==> config.mk <==
export PLATFORM = sky130hd
export DESIGN_NAME = if_id_queue
export DESIGN_NICKNAME = d
export VERILOG_FILES = /design/src/rtl/if_id_queue.sv
export SDC_FILE = /design/constraint.sdc
export NUM_CORES = 1
export LEC_CHECK = 0
export CAP_MARGIN = 20
export CORE_MARGIN = 10
export CORE_UTILIZATION = 55
export CTS_CLUSTER_SIZE = 25
export DETAILED_ROUTE_END_ITERATION = 10
export DONT_BUFFER_PORTS = 1
export PLACE_DENSITY = 0.79
export SLEW_MARGIN = 20
export SYNTH_ARGS = -nofsm -noshare
export SYNTH_HDL_FRONTEND = slang
export SYNTH_SLANG_ARGS = --single-unit
==> constraint.sdc <==
create_clock -name clock_i -period 4.1 [get_ports clock_i]
set_input_delay 1.025 -clock clock_i [delete_from_list [all_inputs] [get_ports clock_i]]
set_output_delay 1.025 -clock clock_i [all_outputs]
set_load 0.01 [all_outputs]
==> src/rtl/if_id_queue.sv <==
`timescale 1ns/1ps
// -----------------------------------------------------------------------------
// if_id_queue
//
// Fetch-to-decode decoupling queue. It is a circular buffer of DEPTH entries.
// Each entry holds a PC, an instruction and an exception type. Both sides use
// valid/ready handshakes. A fetch entry that carries a nonzero exception type
// sets exc_hold, which blocks further pushes. Older entries and the faulting
// entry still drain to decode. A flush, or a reset, discards every entry and
// releases the hold.
//
// Optional feature: define IFQ_STATS_EN to build the two performance counters.
// When it is undefined, stall_cnt_o and full_cnt_o are tied to 0.
//
// Parameters:
//   PC_W, INST_W, EXC_W : widths of the entry fields
//   DEPTH               : number of entries (power of two, >= 2)
//
// Ports:
//   clock_i      clock; all state changes on the rising edge
//   reset_i      synchronous active-high reset
//   flush_i      discard all entries and clear exc_hold
//   in_valid_i   fetch presents an entry
//   in_ready_o   queue accepts the entry this cycle (registers only)
//   in_pc_i / in_inst_i / in_exc_i   fetched entry (exc 0 = no exception)
//   out_valid_o  head entry valid
//   out_ready_i  decode consumes the head entry
//   out_pc_o / out_inst_o / out_exc_o  head entry, 0 when empty
//   count_o      current occupancy
//   stall_cnt_o  cycles with decode ready and the queue empty (stats build)
//   full_cnt_o   cycles with the queue full (stats build)
// -----------------------------------------------------------------------------
module if_id_queue #(
    parameter int PC_W   = 32,
    parameter int INST_W = 32,
    parameter int EXC_W  = 32,
    parameter int DEPTH  = 4
) (
    input  logic                     clock_i,
    input  logic                     reset_i,
    input  logic                     flush_i,
    input  logic                     in_valid_i,
    output logic                     in_ready_o,
    input  logic [PC_W-1:0]          in_pc_i,
    input  logic [INST_W-1:0]        in_inst_i,
    input  logic [EXC_W-1:0]         in_exc_i,
    output logic                     out_valid_o,
    input  logic                     out_ready_i,
    output logic [PC_W-1:0]          out_pc_o,
    output logic [INST_W-1:0]        out_inst_o,
    output logic [EXC_W-1:0]         out_exc_o,
    output logic [$clog2(DEPTH):0]   count_o,
    output logic [31:0]              stall_cnt_o,
    output logic [31:0]              full_cnt_o
);

    localparam int PTR_W = $clog2(DEPTH);
    localparam int CNT_W = PTR_W + 1;
    localparam logic [CNT_W-1:0] DEPTH_C = CNT_W'(DEPTH);

    // Entry storage. Data is never reset; only the pointers and count decide
    // what is valid.
    logic [PC_W-1:0]   pc_mem_q   [DEPTH];
    logic [PC_W-1:0]   pc_mem_d   [DEPTH];
    logic [INST_W-1:0] inst_mem_q [DEPTH];
    logic [INST_W-1:0] inst_mem_d [DEPTH];
    logic [EXC_W-1:0]  exc_mem_q  [DEPTH];
    logic [EXC_W-1:0]  exc_mem_d  [DEPTH];

    logic [PTR_W-1:0]  wr_ptr_q, wr_ptr_d;
    logic [PTR_W-1:0]  rd_ptr_q, rd_ptr_d;
    logic [CNT_W-1:0]  count_q, count_d;
    logic              exc_hold_q, exc_hold_d;

    logic              push;
    logic              pop;
    logic              not_full;

    // in_ready_o comes only from registers. A full queue refuses a push even
    // when decode pops in the same cycle. This keeps out_ready_i off the fetch
    // side's timing path.
    assign not_full    = (count_q != DEPTH_C);
    assign in_ready_o  = not_full && !exc_hold_q;
    assign out_valid_o = (count_q != '0);

    assign push = in_valid_i && in_ready_o;
    assign pop  = out_valid_o && out_ready_i;

    assign out_pc_o   = out_valid_o ? pc_mem_q[rd_ptr_q]   : '0;
    assign out_inst_o = out_valid_o ? inst_mem_q[rd_ptr_q] : '0;
    assign out_exc_o  = out_valid_o ? exc_mem_q[rd_ptr_q]  : '0;
    assign count_o    = count_q;

    // Storage write. A write during a flush cycle is harmless, because the
    // pointers are cleared and the slot counts as empty.
    always_comb begin
        pc_mem_d   = pc_mem_q;
        inst_mem_d = inst_mem_q;
        exc_mem_d  = exc_mem_q;
        if (push) begin
            pc_mem_d[wr_ptr_q]   = in_pc_i;
            inst_mem_d[wr_ptr_q] = in_inst_i;
            exc_mem_d[wr_ptr_q]  = in_exc_i;
        end
    end

    always_ff @(posedge clock_i) begin
        pc_mem_q   <= pc_mem_d;
        inst_mem_q <= inst_mem_d;
        exc_mem_q  <= exc_mem_d;
    end

    // Control next state. Flush overrides push/pop. Reset is applied in the
    // register block and overrides both. Power-of-two DEPTH lets the pointers
    // wrap by natural overflow.
    always_comb begin
        wr_ptr_d   = wr_ptr_q;
        rd_ptr_d   = rd_ptr_q;
        count_d    = count_q;
        exc_hold_d = exc_hold_q;
        if (flush_i) begin
            wr_ptr_d   = '0;
            rd_ptr_d   = '0;
            count_d    = '0;
            exc_hold_d = 1'b0;
        end else begin
            if (push) begin
                wr_ptr_d = wr_ptr_q + PTR_W'(1);
            end
            if (pop) begin
                rd_ptr_d = rd_ptr_q + PTR_W'(1);
            end
            count_d = count_q + CNT_W'(push) - CNT_W'(pop);
            // Once a faulting entry is accepted, nothing younger may follow it.
            if (push && (in_exc_i != '0)) begin
                exc_hold_d = 1'b1;
            end
        end
    end

    always_ff @(posedge clock_i) begin
        if (reset_i) begin
            wr_ptr_q   <= '0;
            rd_ptr_q   <= '0;
            count_q    <= '0;
            exc_hold_q <= 1'b0;
        end else begin
            wr_ptr_q   <= wr_ptr_d;
            rd_ptr_q   <= rd_ptr_d;
            count_q    <= count_d;
            exc_hold_q <= exc_hold_d;
        end
    end

`ifdef IFQ_STATS_EN
    logic [31:0] stall_cnt_q, stall_cnt_d;
    logic [31:0] full_cnt_q, full_cnt_d;

    function automatic logic [31:0] sat_inc(input logic [31:0] v);
        return (v == 32'hFFFF_FFFF) ? v : v + 32'd1;
    endfunction

    // The counters survive a flush. They measure behaviour over the whole run,
    // not per redirect.
    always_comb begin
        stall_cnt_d = stall_cnt_q;
        full_cnt_d  = full_cnt_q;
        if (out_ready_i && !out_valid_o) begin
            stall_cnt_d = sat_inc(stall_cnt_q);
        end
        if (!not_full) begin
            full_cnt_d = sat_inc(full_cnt_q);
        end
    end

    always_ff @(posedge clock_i) begin
        if (reset_i) begin
            stall_cnt_q <= '0;
            full_cnt_q  <= '0;
        end else begin
            stall_cnt_q <= stall_cnt_d;
            full_cnt_q  <= full_cnt_d;
        end
    end

    assign stall_cnt_o = stall_cnt_q;
    assign full_cnt_o  = full_cnt_q;
`else
    assign stall_cnt_o = '0;
    assign full_cnt_o  = '0;
`endif

endmodule

==> impl_metrics.tcl <==
set metrics [dict create \
    status "completed" \
    synth_top_area_share_pct 74.5 \
    min_from "wr_ptr_q[1]" \
    drive_gt1_share_pct 21.9 \
    startpoint "count_o[2]" \
    synth_common_cells "384 x edfxtp_1, 101 x and2_1, 96 x mux4_2" \
    die_w_um 188 \
    cts_resized 0 \
    fmax_ghz 0.270 \
    wl_per_cell_um 25.9 \
    setup_viol_count_final 0 \
    dr.pass1.iters 4 \
    cp.required_ps 3070 \
    finalCritPeriodShare_pct 90.4 \
    dp_cells 1095 \
    cts_buffers 40 \
    start_util_pct 55.7 \
    drt_iter0_markers 455 \
    drtAntennaViolNets 0 \
    netlist_area_sq_mm 0.0155 \
    hpwlAfterDp_um 19700 \
    leakagePower_nw 5.41 \
    worstMarginPinSlew_ps 809 \
    grt_pass1_wl_um 46500 \
    dieArea_sq_mm 0.0352 \
    crit_path_start_kind "flip-flop" \
    grt_pass1_vias 7281 \
    htree_num_levels 2 \
    worstHoldPathType "flip-flop to flip-flop" \
    cts.clk_slew.worst_paths_ps 60 \
    slew_viol_final 0 \
    cts_tree "yes" \
    crit_path_end_kind "primary output" \
    synthTopCellsByArea "edfxtp_1 75%, mux4_2 14%, and2_1 4.1%, buf_4 3.2%, dfxtp_1 1.0%" \
    grt_overflow 0 \
    finalCriticalPeriod_ps 3710 \
    cts_hold_buffers 0 \
    path_class "flip-flop to primary output" \
    slew_headroom_pct 46.1 \
    clockBufferDepth 3 \
    synth_edf_count 384 \
    worstPathArrival_ps 2680 \
    tns_ps 0 \
    netlist_instances 734 \
    antenna_found_initial 0 \
    port_buffers 0 \
    rsz0062_at_grt "no" \
    ys_warn_count 0 \
    std_cell_rows 61 \
    synthMostInstantiatedCell "edfxtp_1" \
    drc 0 \
    totalWireLength_um 30100 \
    synth_top_area_cell "edfxtp_1" \
    num_vias 6602 \
    fp.coreArea_sq_mm 0.0278 \
    path_cells "or3_2 -> buf_4 -> and2_1" \
    rr_startpoint "count_o[2]" \
    grt_max_degree 51 \
    power_density_mw_per_mm2 501 \
    ios 266 \
    drv_cap 0 \
    synth_cell_types 27 \
    cpMaxStageDelayCell "or3_2" \
    synthFlopType "edfxtp_1" \
    critical_path.max_stage_delay_ps 720 \
    root_buffer "clkbuf_16" \
    worstPathMaxFanout 50 \
    syn_area_per_cell_sq_um 21.1 \
    area_delta_synth_final_pct 9.82 \
    clk_latency_ps 520 \
    gr-usage-all-layers_pct 17.1 \
    async_flop_share_pct 0 \
    ys_seq_area_share_pct 75.5 \
    hold_viol_final 0 \
    skew_ps 20.8 \
    peakVddDrop_mv 0.345 \
    gp_congestion 0.736 \
    ys_ff_latch 392 \
    cts.sinks 392 \
    fin_cells 1162 \
    vias_per_cell 5.68 \
    die_h_um 188 \
    antenna_cells 0 \
    cts_setup_buffers 0 \
    nets 867 \
]
stage by stage:
stage	setup WS, ps	hold WS (ps)	cell area [sq um]	power, W	util (%)
after floorplan	927	512	15700	0.00509	-
after global placement	972	526	15800	0.00515	56.7
after detailed placement	922	571	15800	0.00518	56.7
after CTS	365	574	17000	0.00860	61.2
after global routing	222	573	17000	0.00882	61.2
final	392	578	17000	0.00851	61.2
state kept, by name (all words and copies together) (netlist names):
| signal | cells |
|---|---|
| count_o | 3 |
| exc_hold_q | 1 |
| exc_mem_q | 128 |
| inst_mem_q | 128 |
| pc_mem_q | 128 |
| rd_ptr_q | 2 |
| wr_ptr_q | 2 |
critical path, delay by kind of cell, from the launching register on:
family	cells	cell delay [ps]
flip-flops	1	560
AND/OR/NAND/NOR	2	1000
buffers and inverters	1	500
worst paths after layout:
kind | cells after the start | to | slack [ps]
setup / recovery | 3 | out_exc_o[20] | 390
hold / removal | 2 | wr_ptr_q[1] | 580
setup reg to reg | 10 | count_o[2] | 980
hold reg to reg | 2 | wr_ptr_q[1] | 580
cells by family (layout without fill, tap and decap cells):
group           Yosys count  count (layout)  share of synthesized area [%]
xor+xnor                  5               5                          0.283
mux                      97              97                           14.0
simple gates            124             124                           4.85
compound gates            3               3                          0.162
flops                   392             392                           75.5
buf+inv                 105              92                           4.49
fa+ha+maj                 7               7                          0.614
other cells               1              64                         0.0242
final cells by class:
type	count	area, sq um
Timing Repair Buffer	18	223
Clock inverter	14	166
Sequential cell	392	11700
Clock buffer	53	1070
Inverter	7	26.3
Fill cell	1868	10800
Tap cell	378	473
Multi-Input combinational cell	300	3340
power by group:
| part | internal [W] | switching [W] |
|---|---|---|
| logic | 0.000189 | 0.000317 |
| clock network | 0.00208 | 0.00135 |
| registers | 0.00454 | 0.0000411 |
| total | 0.00680 | 0.00171 |
placed cells by master, fill, tap and decap left out, types with 2 or more instances in the layout:
master	instances
and2_1	97
buf_12	7
inv_1	7
clkinv_2	3
edfxtp_1	384
nor2_1	9
clkbuf_16	41
xnor2_1	3
ha_1	6
clkinv_1	6
dfxtp_1	6
nor4_1	8
xor2_1	2
conb_1	64
bufinv_16	4
and2_4	4
mux4_2	96
buf_4	11
dfxtp_4	2
clkbuf_1	12
routing by layer:
metal / global-route usage, % / up-vias / routed length (um)
li1: - / 2836 / -
met4: 4.28 / 0 / 532
met2: 28.9 / 285 / 15300
met1: 19.6 / 3443 / 10700
met3: 7.76 / 38 / 3510
met5: 0 / - / 0
No activity file was read; power rests on OpenSTA's default activity.
